`src/rtl/flow_math_pkg.sv`:
```
// flow_math_pkg: lane widths, lane types and the per-lane product helper
// shared by the flow_mult datapath.
package flow_math_pkg;

    localparam int DATA_W = 16;
    localparam int MULT_W = 10;

    typedef logic signed [DATA_W-1:0] data_t;
    typedef logic        [MULT_W-1:0] mult_t;

    // Low DATA_W bits of a product are the same whether the operands are
    // treated as signed or unsigned, so a plain DATA_W-wide multiply suffices.
    function automatic data_t mul_lane(input data_t d, input mult_t m);
        logic [DATA_W-1:0] mz;
        logic [DATA_W-1:0] p;
        mz = DATA_W'(m);
        p  = d * mz;
        return data_t'(p);
    endfunction

endpackage

```
`src/rtl/flow_pipe.sv`:
```
// flow_pipe: enable-gated delay line of depth D and width W with
// synchronous active-high reset.
module flow_pipe #(
    parameter int W = 4,
    parameter int D = 4
) (
    input  logic         clk,
    input  logic         rst,
    input  logic         en,
    input  logic [W-1:0] d_i,
    output logic [W-1:0] q_o
);

    logic [W-1:0] pipe_q [D];

    always_ff @(posedge clk) begin
        if (rst) begin
            for (int s = 0; s < D; s++) pipe_q[s] <= '0;
        end else if (en) begin
            pipe_q[0] <= d_i;
            for (int s = 1; s < D; s++) pipe_q[s] <= pipe_q[s-1];
        end
    end

    assign q_o = pipe_q[D-1];

endmodule

```
`src/rtl/flow_mult.sv`:
```
// flow_mult: N-lane signed x unsigned multiplier, PIPE enabled cycles deep.
// Define FLOW_MULT_DATA_RST_EN to also clear the data stages on reset.
module flow_mult
    import flow_math_pkg::*;
#(
    parameter int N    = 2,
    parameter int PIPE = 4
) (
    input  logic                clk,
    input  logic                rst,
    input  logic                en,
    input  logic                in_valid,
    input  logic [N*DATA_W-1:0] in_data,
    input  logic [N*MULT_W-1:0] in_mult,
    input  logic                in_sob,
    input  logic                in_eob,
    input  logic                in_sof,
    output logic                out_valid,
    output logic [N*DATA_W-1:0] out_data,
    output logic                out_sob,
    output logic                out_eob,
    output logic                out_sof
);

    logic [N*DATA_W-1:0] prod_d;
    logic [N*DATA_W-1:0] data_q [PIPE];
    logic [3:0]          flags_d;
    logic [3:0]          flags_q;

    always_comb begin
        prod_d = '0;
        for (int i = 0; i < N; i++) begin
            prod_d[i*DATA_W +: DATA_W] = mul_lane(in_data[i*DATA_W +: DATA_W],
                                                  in_mult[i*MULT_W +: MULT_W]);
        end
    end

    // Product is formed in stage 0; later stages only carry it forward.
    always_ff @(posedge clk) begin
`ifdef FLOW_MULT_DATA_RST_EN
        if (rst) begin
            for (int s = 0; s < PIPE; s++) data_q[s] <= '0;
        end else
`endif
        if (en) begin
            data_q[0] <= prod_d;
            for (int s = 1; s < PIPE; s++) data_q[s] <= data_q[s-1];
        end
    end

    assign flags_d = {in_valid, in_sob, in_eob, in_sof};

    flow_pipe #(
        .W (4),
        .D (PIPE)
    ) u_flags (
        .clk (clk),
        .rst (rst),
        .en  (en),
        .d_i (flags_d),
        .q_o (flags_q)
    );

    assign out_data  = data_q[PIPE-1];
    assign out_valid = flags_q[3];
    assign out_sob   = flags_q[2];
    assign out_eob   = flags_q[1];
    assign out_sof   = flags_q[0];

endmodule

```
`config.mk`:
```
export PLATFORM = sky130hd
export DESIGN_NAME = flow_mult
export DESIGN_NICKNAME = d
export VERILOG_FILES = /design/src/rtl/flow_math_pkg.sv /design/src/rtl/flow_pipe.sv /design/src/rtl/flow_mult.sv
export SDC_FILE = /design/constraint.sdc
export NUM_CORES = 1
export LEC_CHECK = 0
export BUFFER_PORTS_ARGS = -buffer_cell sky130_fd_sc_hd__buf_4
export CORE_MARGIN = 2
export CORE_UTILIZATION = 49
export CTS_CLUSTER_DIAMETER = 50
export DETAILED_ROUTE_END_ITERATION = 12
export PLACE_DENSITY = 0.68
export SYNTH_ARGS = -nofsm -noshare
export SYNTH_HDL_FRONTEND = slang
export SYNTH_SLANG_ARGS = --single-unit
```
`constraint.sdc`:
```
create_clock -name clk -period 9.5 [get_ports clk]
set_clock_uncertainty 0.2 [all_clocks]
set_input_delay 0.475 -clock clk [delete_from_list [all_inputs] [get_ports clk]]
set_output_delay 0.475 -clock clk [all_outputs]
set_load 0.005 [all_outputs]
```
==> flow_metrics.env, run 1 <==
export IMPL_seqPwrFrac_pct=27.8
export IMPL_start_util_pct=49.8
export IMPL_io_pins=95
export IMPL_fin_nets=1263
export IMPL_top_layer="met4"
export IMPL_cts_resized=0
export IMPL_routedWlPerCell_um=14.9
export IMPL_areaGrowthSynthToFinish_pct=14.9
export IMPL_end_kind="flop"
export IMPL_n_antenna_cell=0
export IMPL_clock_fmax_mhz=201
export IMPL_dr_wl_met2_um=8890
export IMPL_p_sw_share_pct=36.3
export IMPL_antenna_found_initial=0
export IMPL_power_density_nw_per_um2=282
export IMPL_setup_viol=0
export IMPL_synth_ff_type="edfxtp_1"
export IMPL_layout_commonest_cell="inv_1"
export IMPL_ys_seq_area_share_pct=39.8
export IMPL_status="finished, final reports clean"
export IMPL_cp_arrival_ps=4930
export IMPL_cts_tree="yes"
export IMPL_cp_required_ps=9450
export IMPL_report_final_slew_viol_count=0
export IMPL_slowest_stage="fa_1"
export IMPL_grt_max_degree=77
export IMPL_fin_setup_tns_ps=0
export IMPL_routed_via_density=4.94
export IMPL_core_area_um2=21800
export IMPL_cts_buffers=17
export IMPL_pwr_share_comb_pct=51.6
export IMPL_vias=6413
export IMPL_synth_net_count=1170
export IMPL_final_hold_viol_count=0
export IMPL_postCtsSetupRepairBufs=0
export IMPL_track_usage_pct=17.9
export IMPL_synth_edff_count=144
export IMPL_crit_buf_inv=6
export IMPL_drive_gt1_share_pct=13.9
export IMPL_vdd_ir_drop_max_mv=0.146
export IMPL_drc=0
export IMPL_wl_met1_um=9070
export IMPL_first_pass_iters=4
export IMPL_cpPeakStageDelay_ps=530
export IMPL_crit_family="adder cells"
export IMPL_postCtsHoldBufs=0
export IMPL_fin_total_pwr_uw=3520
export IMPL_drt_iter0_markers=358
export IMPL_drv_cap=0
export IMPL_place_area_um2=11800
export IMPL_cts_max_level=4
export IMPL_crit_fanout=15
export IMPL_num_rows=54
export IMPL_cp_cell_sequence="buf_4 -> nand2_1 -> fa_1 -> inv_1 -> fa_1 -> inv_1 -> fa_1 -> inv_1 -> fa_1 -> inv_1 -> fa_1 -> inv_1 -> ha_1 -> a2111oi_0 -> o21ai_1 -> a31oi_2 -> o21ai_1 -> xnor2_1"
export IMPL_ys_warn_count=0
export IMPL_clockBufferDepth=2
export IMPL_synth_area_um2=10900
export IMPL_ys_ff_latch=144
export IMPL_min_path_type="in2reg"
export IMPL_avgSynthCellArea_um2=11.9
export IMPL_grt_pass1_wl_um=33700
export IMPL_dp_hpwl_um=14900
export IMPL_worstSetupStartpointType="primary input"
export IMPL_io_buffer_count=94
export IMPL_p_leak_uw=0.00568
export IMPL_place_ws_ps=4160
export IMPL_routed_wl_met3_um=1000
export IMPL_grt_ovfl_total=0
export IMPL_grt_setup_unrepaired="false"
export IMPL_tightest_slew_ps=922
export IMPL_fin_crit_ps=4970
export IMPL_mostFrequentLayoutCells="159 x inv_1, 144 x edfxtp_1, 140 x fa_1"
export IMPL_netSwitchingPower_uw=1270
export IMPL_stdcell_area_um2=12500
export IMPL_grt_pass1_vias=6787
export IMPL_worst_setup_path_type="in2reg"
export IMPL_maxSlewHeadroom_pct=38.5
export IMPL_die_y_um=153
export IMPL_place_congestion=0.848
export IMPL_cts_num_sinks=144
export IMPL_p_int_uw=2240
export IMPL_clk_pin_slew_worst_paths_ps=60
export IMPL_final_core_util_pct=57.2
export IMPL_ys_async_sr_fraction_pct=0
export IMPL_ant_nets=0
export IMPL_cts_root_buf="clkbuf_16"
export IMPL_synthCells=911
export IMPL_p_clk_share_pct=20.6
export IMPL_setup_slack_ps=4530
export IMPL_post_route_period_util_pct=52.4
export IMPL_die_w_um=153
export IMPL_finalWirelength_um=19300
export IMPL_die_area_um2=23400
export IMPL_clock_latency_ps=410
export IMPL_synthDistinctLibCells=43
==> through the flow <==
step           hold slack (ps)  instances
6_report                   167       1297
5_1_grt                    169       1297
4_1_cts                    145       1297
3_5_place_dp               205       1265
3_3_place_gp               202       1265
2_1_floorplan              200        911
==> logic make-up after synthesis <==
group | share of synthesized area [%]
buf+inv | 6.42
simple gates | 12.7
fa+ha+maj | 32.7
flops | 39.8
compound gates | 3.76
xor+xnor | 4.58
==> cells in the mapped netlist, types with 2 or more instances <==
cell | number | area (um^2)
inv_1 | 159 | 597
edfxtp_1 | 144 | 4320
fa_1 | 140 | 2800
nand2_1 | 130 | 488
and2_1 | 119 | 744
ha_1 | 60 | 751
xnor2_1 | 42 | 368
a21oi_1 | 17 | 85.1
clkbuf_1 | 17 | 63.8
xor2_1 | 13 | 114
a21o_1 | 10 | 75.1
nor2_1 | 8 | 30.0
o21ai_0 | 7 | 35.0
and2_2 | 5 | 37.5
nand3b_1 | 3 | 22.5
o21a_1 | 3 | 22.5
o21bai_1 | 3 | 22.5
a21oi_2 | 2 | 17.5
buf_4 | 2 | 15.0
buf_6 | 2 | 22.5
nand2b_1 | 2 | 12.5
o21ai_1 | 2 | 10.0
==> final cells by class <==
cell class	count	area (um^2)
Clock buffer	17	425
Fill cell	1901	9340
Multi-Input combinational cell	587	5850
Timing Repair Buffer	95	713
Tap cell	280	350
Inverter	159	597
Sequential cell	144	4320
Clock inverter	15	233
==> routing by layer <==
metal / GRT usage, % / vias up
met4: 5.82 / 0
li1: - / 3051
met5: 0 / -
met3: 3.06 / 26
met2: 27.9 / 187
met1: 26.0 / 3149
==> power by group through the flow <==
stage | clock network, uW | registers (uW) | logic (uW)
after floorplan | 0 | 984 | 1420
after global placement | 0 | 988 | 1770
after detailed placement | 0 | 993 | 1820
after CTS | 740 | 981 | 1830
after global routing | 769 | 994 | 2110
final | 724 | 979 | 1810
==> sequential cells by signal, indices dropped and copies added (netlist names) <==
signal          count
u_flags.pipe_q     16
data_q            128
==> worst paths after layout <==
| check | startpoint | end | slack (ps) | cells past startpoint |
|---|---|---|---|---|
| setup / recovery | in_mult[1] | data_q[0][15] | 4530 | 18 |
| hold / removal | in_sof | u_flags.pipe_q[0][0] | 170 | 2 |
| setup reg to reg | u_flags.pipe_q[0][2] | u_flags.pipe_q[1][2] | 8520 | 1 |
| hold reg to reg | data_q[1][25] | data_q[2][25] | 210 | 0 |
Note: power is estimated with default switching activity, not from simulation.
==> run 2, diff against run 1 <==
ABC_AREA = 1   (was default)
PLACE_DENSITY = 0.7   (was 0.68)
clock period = 4.44 ns   (was 9.5 ns; I/O delays follow)
==> run 2 against run 1 <==
Effect of this change: first-iteration DRC count rose by 8.9%; worst setup slack got worse by 4300 ps; highest routed layer unchanged; cell count grew 34%; non-clock buffer count increased by 122; combinational power grew to 2.8 times the previous value; synthesized cell count is 32% higher; largest cell class unchanged.
==> flow_metrics.env, run 2 <==
export IMPL_slowest_stage="fa_1"
export IMPL_tightest_slew_ps=632
export IMPL_cts_buffers=17
export IMPL_ys_top_cells_by_count="348 x nand2_1, 319 x inv_1, 144 x edfxtp_1"
export IMPL_dp_hpwl_um=17400
export IMPL_post_route_period_util_pct=95.3
export IMPL_cts_root_buf="clkbuf_16"
export IMPL_vias=7958
export IMPL_die_y_um=157
export IMPL_fin_nets=1660
export IMPL_clockBufferDepth=2
export IMPL_max_flop_register="data_q"
export IMPL_n_antenna_cell=0
export IMPL_reg_top3="data_q x128, u_flags.pipe_q x16"
export IMPL_start_util_pct=49.3
export IMPL_num_rows=56
export IMPL_clock_latency_ps=400
export IMPL_synthDistinctLibCells=36
export IMPL_vdd_ir_drop_max_mv=0.507
export IMPL_setup_viol=0
export IMPL_grt_pass1_vias=8106
export IMPL_synthCells=1205
export IMPL_yosys_area_top_type="edfxtp_1"
export IMPL_cts_num_sinks=144
export IMPL_layout_commonest_cell="nand2_1"
export IMPL_min_path_type="in2reg"
export IMPL_drv_cap=0
export IMPL_cpMostUsedCell="fa_1"
export IMPL_core_area_um2=23300
export IMPL_cts_max_level=4
export IMPL_synth_ff_type="edfxtp_1"
export IMPL_worstSetupStartpointType="primary input"
export IMPL_worst_setup_path_type="in2reg"
export IMPL_largest_reg_flops=128
export IMPL_cts_tree="yes"
export IMPL_post_synth_top_count_cell="nand2_1"
export IMPL_finalWirelength_um=21300
export IMPL_grt_ovfl_total=0
export IMPL_ys_async_sr_fraction_pct=0
export IMPL_power_density_nw_per_um2=595
export IMPL_setup_slack_ps=211
export IMPL_drc=0
export IMPL_areaGrowthSynthToFinish_pct=23.0
export IMPL_num_fill_cells=1986
export IMPL_clk_pin_slew_worst_paths_ps=60
export IMPL_ant_nets=0
export IMPL_cpPeakStageDelay_ps=550
export IMPL_place_ws_ps=-295
export IMPL_avgSynthCellArea_um2=9.52
export IMPL_track_usage_pct=18.6
export IMPL_cp_arrival_ps=4180
export IMPL_ys_ff_latch=144
export IMPL_ys_warn_count=0
export IMPL_first_pass_iters=5
export IMPL_maxSlewHeadroom_pct=57.9
export IMPL_die_area_um2=24700
export IMPL_reg2reg_slack_ps=3520
export IMPL_clock_fmax_mhz=236
export IMPL_place_congestion=0.913
export IMPL_drt_iter0_markers=390
export IMPL_drive_gt1_share_pct=21.1
export IMPL_grt_max_degree=54
export IMPL_report_final_slew_viol_count=0
export IMPL_ys_seq_area_share_pct=37.7
export IMPL_io_buffer_count=94
export IMPL_synthTopCellsByArea="edfxtp_1 38%, fa_1 24%, nand2_1 11%"
export IMPL_end_kind="flop"
export IMPL_final_core_util_pct=60.7
export IMPL_routedWlPerCell_um=12.3
export IMPL_io_pins=95
export IMPL_grt_pass1_wl_um=36500
export IMPL_antenna_found_initial=0
export IMPL_final_hold_viol_count=0
export IMPL_fin_crit_ps=4230
export IMPL_synth_edff_count=144
export IMPL_routed_via_density=4.59
export IMPL_synth_net_count=1464
export IMPL_cp_required_ps=4390
export IMPL_p_leak_uw=0.00755
export IMPL_postCtsSetupRepairBufs=0
export IMPL_die_w_um=157
export IMPL_synth_area_um2=11500
export IMPL_mostFrequentLayoutCells="339 x nand2_1, 315 x inv_1, 205 x buf_4"
export IMPL_synth_top_area_share_pct=37.7
export IMPL_crit_fanout=6
export IMPL_cp_cell_sequence="buf_4 -> buf_4 -> nand2_1 -> fa_1 -> fa_1 -> inv_1 -> fa_1 -> fa_1 -> inv_1 -> fa_1 -> inv_1 -> ha_1 -> nand2_1 -> nor2_2 -> a21oi_2 -> nor2_1 -> nor2_1 -> xnor2_1"
export IMPL_status="finished, final reports clean"
[run 2: cell type report]
cell class,count,area [um^2],area share (%)
flip-flops and latches,144,4320,30.6
clock inverters,15,121,0.859
multi-input cells,698,5950,42.1
repair buffers,217,1690,11.9
inverters,323,1210,8.59
clock buffers,17,425,3.01
well taps,319,399,2.83
[run 2: final timing paths]
| check | start | endpoint | depth (start not counted) |
|---|---|---|---|
| hold / removal | in_mult[10] | data_q[0][16] | 3 |
| setup reg to reg | u_flags.pipe_q[0][0] | u_flags.pipe_q[1][0] | 2 |
| hold reg to reg | data_q[1][4] | data_q[2][4] | 0 |
| setup / recovery | in_mult[4] | data_q[0][12] | 18 |
[run 2: cells by family after synthesis]
logic type	after synthesis	share of synthesized area (%)
AO/OA/AOI/OAI	41	2.17
adder cells (fa/ha/maj)	200	31.0
AND/OR/NAND/NOR	433	15.1
XOR/XNOR	24	1.83
buffers and inverters	363	12.3
flip-flops	144	37.7
[run 2: routing by layer]
layer  share of wire, %  vias up  global-route usage [%]
met5                  0        -                       0
met4                1.5        0                    5.02
met3                4.6       28                    2.70
met2                 48      182                    31.3
met1                 46     3775                    25.5
li1                   -     3973                       -
[run 2: timing repair]
action | 4_1_cts | 5_1_grt
hold buffers | 4 | 0
endpoints found under the hold margin | 4 | 0
gates resized for setup | 0 | 22
endpoints found under the setup margin | 0 | 7
[run 2: where the power goes]
part / switching, uW / internal [uW] / leakage, uW
registers: 59.0 / 2030 / 0.00143
logic: 2610 / 2440 / 0.00587
clock network: 549 / 728 / 0.000257
[run 2: worst max-delay path: cells and delay by family]
family	cells	cell delay, ps
buffers and inverters	5	410
XOR/XNOR	1	120
AO/OA/AOI/OAI	1	80
adder cells (fa/ha/maj)	6	2810
AND/OR/NAND/NOR	5	540
[run 2: per-stage QoR]
| step | hold WS [ps] | setup TNS (ps) | total power (uW) | std cells | instance area, um^2 |
|---|---|---|---|---|---|
| floorplan | 134 | 0 | 5380 | 1205 | 11800 |
| global placement | 201 | -1890 | 6920 | 1697 | 13500 |
| detailed placement | 205 | -2560 | 7040 | 1697 | 13500 |
| CTS | 10.0 | 0 | 8370 | 1733 | 14000 |
| global route | 57.1 | -34.4 | 9270 | 1733 | 14100 |
| finish | 31.1 | 0 | 8410 | 1733 | 14100 |
